File: src/rtl/tracker_pkg.sv
`default_nettype none
// +--------------------------------------------------------------+
// | tracker_pkg: state encoding and defaults for tracking_counter |
// | Rev 1.0                                                       |
// +--------------------------------------------------------------+
package tracker_pkg;

  localparam int TRK_WIDTH = 4;
  localparam int TRK_HOLD  = 2;

  typedef enum logic [2:0] {
    IDLE  = 3'd0,
    TRACK = 3'd1,
    HOLD  = 3'd2,
    DONE  = 3'd3,
    ERR   = 3'd4
  } trk_state_e;

  // A healthy comparator asserts exactly one of its three relations.
  function automatic logic flags_one_hot(input logic agb, input logic alb, input logic aeb);
    return ({agb, alb, aeb} == 3'b100) || ({agb, alb, aeb} == 3'b010) ||
           ({agb, alb, aeb} == 3'b001);
  endfunction

endpackage
`default_nettype wire

File: src/rtl/tracking_counter.sv
`default_nettype none
// +--------------------------------------------------------------+
// | tracking_counter: walks count toward target via comparator    |
// | flags, pulses done after HOLD_CYCLES of match. Rev 1.0         |
// +--------------------------------------------------------------+
module tracking_counter
  import tracker_pkg::*;
#(
  parameter int WIDTH       = TRK_WIDTH,
  parameter int HOLD_CYCLES = TRK_HOLD
) (
  input  logic             clk,
  input  logic             rst,
  input  logic             start,
  input  logic [WIDTH-1:0] target_in,
  input  logic             AgB,
  input  logic             AlB,
  input  logic             AeB,
  output logic [WIDTH-1:0] count,
  output logic [WIDTH-1:0] target,
  output logic             dir,
  output logic             busy,
  output logic             done,
  output logic             err
);

  localparam int HCW = $clog2(HOLD_CYCLES + 1);
  localparam logic [HCW-1:0] HOLD_LAST = HCW'(HOLD_CYCLES - 1);

  trk_state_e       state_q, state_d;
  logic [WIDTH-1:0] count_q, count_d;
  logic [WIDTH-1:0] target_q, target_d;
  logic             dir_q, dir_d;
  logic             busy_q, busy_d;
  logic             done_q, done_d;
  logic             err_q, err_d;
  logic [HCW-1:0]   hold_cnt_q, hold_cnt_d;
  logic             flags_ok;

  assign flags_ok = flags_one_hot(AgB, AlB, AeB);

  always_ff @(posedge clk) begin
    if (rst) begin
      state_q    <= IDLE;
      count_q    <= '0;
      target_q   <= '0;
      dir_q      <= 1'b0;
      busy_q     <= 1'b0;
      done_q     <= 1'b0;
      err_q      <= 1'b0;
      hold_cnt_q <= '0;
    end else begin
      state_q    <= state_d;
      count_q    <= count_d;
      target_q   <= target_d;
      dir_q      <= dir_d;
      busy_q     <= busy_d;
      done_q     <= done_d;
      err_q      <= err_d;
      hold_cnt_q <= hold_cnt_d;
    end
  end

  always_comb begin
    state_d    = state_q;
    count_d    = count_q;
    target_d   = target_q;
    dir_d      = dir_q;
    hold_cnt_d = hold_cnt_q;

    unique case (state_q)
      IDLE, ERR: begin
        if (start) begin
          target_d   = target_in;
          hold_cnt_d = '0;
          state_d    = TRACK;
        end
      end
      TRACK: begin
        if (start) begin
          target_d   = target_in;
          hold_cnt_d = '0;
        end else if (!flags_ok) begin
          state_d = ERR;
        end else if (AlB) begin
          // Stepping past the end of the range is a fault, never a wrap.
          if (count_q == '1) begin
            state_d = ERR;
          end else begin
            count_d = count_q + WIDTH'(1);
            dir_d   = 1'b1;
          end
        end else if (AgB) begin
          if (count_q == '0) begin
            state_d = ERR;
          end else begin
            count_d = count_q - WIDTH'(1);
            dir_d   = 1'b0;
          end
        end else begin
          hold_cnt_d = '0;
          state_d    = HOLD;
        end
      end
      HOLD: begin
        if (start) begin
          target_d   = target_in;
          hold_cnt_d = '0;
          state_d    = TRACK;
        end else if (!flags_ok) begin
          state_d = ERR;
        end else if (AeB) begin
          if (hold_cnt_q == HOLD_LAST) begin
            state_d = DONE;
          end else begin
            hold_cnt_d = hold_cnt_q + HCW'(1);
          end
        end else begin
          state_d = TRACK;
        end
      end
      DONE: begin
        state_d = IDLE;
      end
      default: begin
        state_d = IDLE;
      end
    endcase
  end

  // Status flags are registered views of the next state, so they line up with it.
  always_comb begin
    busy_d = (state_d == TRACK) || (state_d == HOLD);
    done_d = (state_d == DONE);
    err_d  = (state_d == ERR);
  end

  assign count  = count_q;
  assign target = target_q;
  assign dir    = dir_q;
  assign busy   = busy_q;
  assign done   = done_q;
  assign err    = err_q;

endmodule
`default_nettype wire

File: config.mk
export PLATFORM = sky130hd
export DESIGN_NAME = tracking_counter
export DESIGN_NICKNAME = d
export VERILOG_FILES = /design/src/rtl/tracker_pkg.sv /design/src/rtl/tracking_counter.sv
export SDC_FILE = /design/constraint.sdc
export NUM_CORES = 1
export LEC_CHECK = 0
export CAP_MARGIN = 20
export CORE_MARGIN = 5
export CORE_UTILIZATION = 25
export DETAILED_ROUTE_END_ITERATION = 8
export DONT_BUFFER_PORTS = 1
export PLACE_DENSITY_LB_ADDON = 0.3
export SETUP_SLACK_MARGIN = 0.05
export SLEW_MARGIN = 10
export SYNTH_ARGS = -nofsm -noshare
export SYNTH_HDL_FRONTEND = slang
export SYNTH_SLANG_ARGS = --single-unit
File: constraint.sdc
create_clock -name clk -period 2 [get_ports clk]
set_input_delay 0.3 -clock clk [delete_from_list [all_inputs] [get_ports clk]]
set_output_delay 0.3 -clock clk [all_outputs]
set_load 0.005 [all_outputs]
==> flow_summary.ini, run 1 <==
[status]
status = completed

[worst_setup_path]
crit_path_end_kind = flop
crit_type = flop to flop
cpPeakStageDelay_ns = 0.36
slowest_stage = dfxtp_1
path_max_fanout = 5
cp_top_family = simple AND/OR/NAND/NOR gates
worstSetupStartpointType = flop
worstPathCellList = nor4_2 -> and2b_4 -> o21ai_1 -> o221a_4 -> mux2_4
worst-path-buf-inv = 0
cp.required_ns = 2.14
cp.arrival_ns = 1.84

[cts]
clock-root-buffer = clkbuf_8
cts_buffers = 3
cts_sinks = 17
cts_tree = built
cts_max_level = 1
ctsHoldBuffers = 0
clk_pin_slew_ns = 0.07
clock_latency_ns = 0.25
ctsResizeCount = 0
clockBufferDepth = 2
postCtsSetupBuffers = 0

[detailed_routing]
drtIter0Drc = 27
routed_via_density = 4.93
wire_per_inst_microns = 14.2
wl_microns = 2130
ant_nets = 0
drc = 0
drtPass1Iterations = 4
vias = 740

[global_route]
use_met3 = 0.0360
gr-usage-all-layers = 0.0835
use_met1 = 0.0942
grt_max_degree = 19
overflow = 0
busiest_layer = met2
grt_pass1_vias = 669
grt_pass1_wl_microns = 3350
met2_usage = 0.135
grt_antenna_before_repair = 0

[final_layout]
num_antenna_cells = 0
stdcell_count = 150
nets = 117
mostFrequentLayoutCell = dfxtp_1
final_cell_mix = dfxtp_1, nor2_1, mux2i_1, a21oi_1
synthToLayoutAreaGrowth_pct = 7.44
drive_gt1_frac = 0.147
utilization = 0.282

[placed_design]
port_buffers = 0
dp.cells = 146
dp_hpwl_microns = 1630
gp_congestion = 0.772
place_ws_ns = 0.295

[pwr]
power.total_mw = 0.691
vdd_drop_max_mv = 0.233
power.density_mw_per_mm2 = 659
leakage_nw = 0.404

[run]
cap_violations = 0

[synth]
synth_warnings = 0
syn_nets = 117
synth_cell_types = 44
synth-async-reset-ratio = 0
synth_top_area_cell = dfxtp_1
synth_cells = 103
avgSynthCellArea_sq_um = 9.46
synth_edf_count = 0
ys_ff_latch = 17
synthTopCellsByArea = dfxtp_1, mux2i_1, nor2_1, ha_1, a21oi_1
synth_flop_cell = dfxtp_1
ys_seq_area_frac = 0.349
netlist.area_leader.share = 0.349
netlist_area_sq_um = 975

[sta]
layout_setup_ws_ns = 0.303
post-route-period-util = 0.848
fmax_ghz = 0.589
clock_skew_ns = 0.00524
slew_headroom = 0.731
slew_violations = 0
rsz0062_at_grt = false
hold_viol = 0
finalCriticalPeriod_ns = 1.70
setup_viol = 0
tightest_slew_ns = 0.404
setup_tns_ns = 0

[floorplan]
start_util = 0.262
die_y_microns = 72.4
die_area_sq_mm = 0.00525
num_io_pins = 22
die_w_microns = 72.4
rows = 22
core_area_sq_mm = 0.00372

[worst_hold_path]
hp-class = input port to flop
[final timing paths]
| check | depth (start not counted) | slack (ns) | start | endpoint |
|---|---|---|---|---|
| hold / removal | 1 | 0.11 | rst | state_q[2] |
| hold reg to reg | 1 | 0.47 | hold_cnt_q[0] | hold_cnt_q[0] |
| setup reg to reg | 5 | 0.30 | count[3] | busy |
| setup / recovery | 5 | 0.30 | count[3] | busy |
[cells by family after synthesis]
kind of cell,count (synthesis),synth area share
buffers and inverters,9,0.0526
muxes,8,0.0873
xor gates and xnor gates,4,0.0360
AOI/OAI and AO/OA,23,0.182
and+or+nand+nor,38,0.234
DFF,17,0.349
adders and majority gates,4,0.0591
[metrics by stage]
stage,instance area (sq um),hold slack (ns)
5_1_grt,1050,0.0983
3_5_place_dp,1000,0.378
3_3_place_gp,1000,0.376
4_1_cts,1050,0.100
6_report,1050,0.109
2_1_floorplan,975,0.378
[flip-flops by register name, summed over array words and instances (netlist names)]
register and flops:
count 4, target 4, state_q 3, hold_cnt_q 2, busy 1, dir 1, done 1, err 1
[report_power, final]
group	leakage, nW	internal (mW)	switching [mW]
registers	0.139	0.349	0.0118
logic	0.243	0.0338	0.0325
clock network	0.0228	0.141	0.123
[cell type report]
type | count | area (sq um)
timing repair buffer | 1 | 7.51
fill | 405 | 2670
sequential | 17 | 340
inverter | 3 | 11.3
tap | 48 | 60.1
multi-input combinational | 77 | 583
clock buffer | 4 | 45.0
[synthesized netlist by cell type, drive strengths merged, types with 2 or more instances]
cell type / instances
a211oi: 2
a21o: 2
a21oi: 6
buf: 5
dfxtp: 17
ha: 3
inv: 3
mux2i: 7
nand2: 2
nand2b: 3
nand3: 2
nor2: 17
nor2b: 3
nor3: 2
nor3b: 2
o21ai: 5
xor2: 3
[per-layer routing]
metal  vias to the layer above  share of wire  routed length [microns]
met5                         -              0                        0
met4                         0          0.018                       39
met3                         6          0.079                      168
met2                        17           0.47                     1000
met1                       351           0.43                      918
li1                        366              -                        -
[worst reg2reg max path, delay by kind of cell, from the launching register on]
kind / cells / cell delay, ns
mux: 1 / 0.29
simple gates: 2 / 0.55
compound gates: 2 / 0.39
flops: 1 / 0.36
No activity file was read; power rests on OpenSTA's default activity.
==> run 2: changes to the inputs <==
- clock period: 2 -> 1.6 ns (I/O delays scaled with it)
==> flow_summary.ini, run 2 (synthesized netlist as in run 1, its figures left out) <==
[final_layout]
final_cell_mix = nor2_1, dfxtp_1, buf_4, mux2i_1, a21oi_1
utilization = 0.315
fillers = 395
synthToLayoutAreaGrowth_pct = 20.0
num_antenna_cells = 0
drive_gt1_frac = 0.309
mostFrequentLayoutCell = nor2_1
design_area_sq_mm = 0.00117
nets = 125

[pwr]
power.density_mw_per_mm2 = 746
power.total_mw = 0.873
vdd_drop_max_mv = 0.573
leakage_nw = 0.455

[placed_design]
dpl-instance-area_sq_mm = 0.00106
dp_hpwl_microns = 1670
gp_congestion = 0.822
port_buffers = 0
place_ws_ns = -0.0159

[cts]
cts_sinks = 17
clockBufferDepth = 2
clock-root-buffer = clkbuf_8
ctsHoldBuffers = 0
clock_latency_ns = 0.25
cts_buffers = 3
clk_pin_slew_ns = 0.07
cts_max_level = 1
cts_tree = built

[floorplan]
core_area_sq_mm = 0.00372
start_util = 0.262
die_area_sq_mm = 0.00525
die_w_microns = 72.4
rows = 22
num_io_pins = 22
die_y_microns = 72.4

[worst_setup_path]
crit_path_end_kind = flop
crit_type = flop to flop
cp.required_ns = 1.74
path_max_fanout = 3
worstSetupStartpointType = flop
cp.arrival_ns = 1.72

[detailed_routing]
drtPass1Iterations = 4
wl_microns = 2180
drtIter0Drc = 59
drc = 0
vias = 778
routed_via_density = 4.92
wire_per_inst_microns = 13.8
ant_nets = 0

[worst_hold_path]
hp-class = input port to flop

[sta]
slew_headroom = 0.766
layout_setup_ws_ns = 0.0164
slew_violations = 0
finalCriticalPeriod_ns = 1.58
post-route-period-util = 0.990
fmax_ghz = 0.631
tightest_slew_ns = 0.351
rsz0062_at_grt = true
hold_viol = 0
clock_skew_ns = 0.00459
setup_viol = 0
setup_tns_ns = 0

[global_route]
gr-usage-all-layers = 0.0858
met2_usage = 0.131
overflow = 0
busiest_layer = met2
grt_pass1_vias = 788
grt_max_degree = 19
use_met3 = 0.0485
use_met1 = 0.108
grt_pass1_wl_microns = 3590
grt_antenna_before_repair = 0

[run]
cap_violations = 0

[status]
status = completed
-- run 2: layer usage --
metal  up-vias  share of wire
met5         -              0
met3         0          0.088
met4         0              0
met2        22           0.48
met1       376           0.43
li1        380              -
-- run 2: path summary, 6_finish.rpt --
kind / slack (ns) / cells after the start / start / endpoint
min: 0.05 / 1 / rst / count[3]
max reg2reg: 0.02 / 5 / count[3] / busy
max: 0.02 / 5 / count[3] / busy
min reg2reg: 0.49 / 1 / hold_cnt_q[0] / hold_cnt_q[0]
-- run 2: area by class of cell --
type                            instances  area (sq um)  area share
Clock inverter                          1          7.51     0.00642
Multi-Input combinational cell         77           633       0.541
Tap cell                               48          60.1      0.0513
Clock buffer                            3          41.3      0.0353
Sequential cell                        17           347       0.296
Inverter                                3          13.8      0.0118
Timing Repair Buffer                    9          67.6      0.0578
-- run 2: worst max-delay path: stages (launching register included) --
cell and delay [ns]:
dfxtp_2 0.34, nor4_4 0.28, and2b_4 0.24, o21ai_2 0.12, o221a_4 0.21, mux2_4 0.29
-- run 2: timing repair --
item | 4_1_cts | 5_1_grt
setup buffers | 1 | 1
pin swaps | 2 | 4
gates cloned | 0 | 0
resized for setup | 3 | 7
setup endpoints to repair | 4 | 9
-- run 2: power by group --
group          total [mW]  leakage [nW]  internal, mW  switching, mW
clock network       0.321        0.0217         0.175          0.146
registers           0.447         0.140         0.434         0.0123
logic               0.105         0.293        0.0541         0.0511
-- run 2: per-stage QoR --
stage | instances | hold slack (ns)
global route | 158 | 0.0314
global placement | 152 | 0.312
floorplan | 103 | 0.318
finish | 158 | 0.0458
CTS | 157 | 0.0351
detailed placement | 152 | 0.313
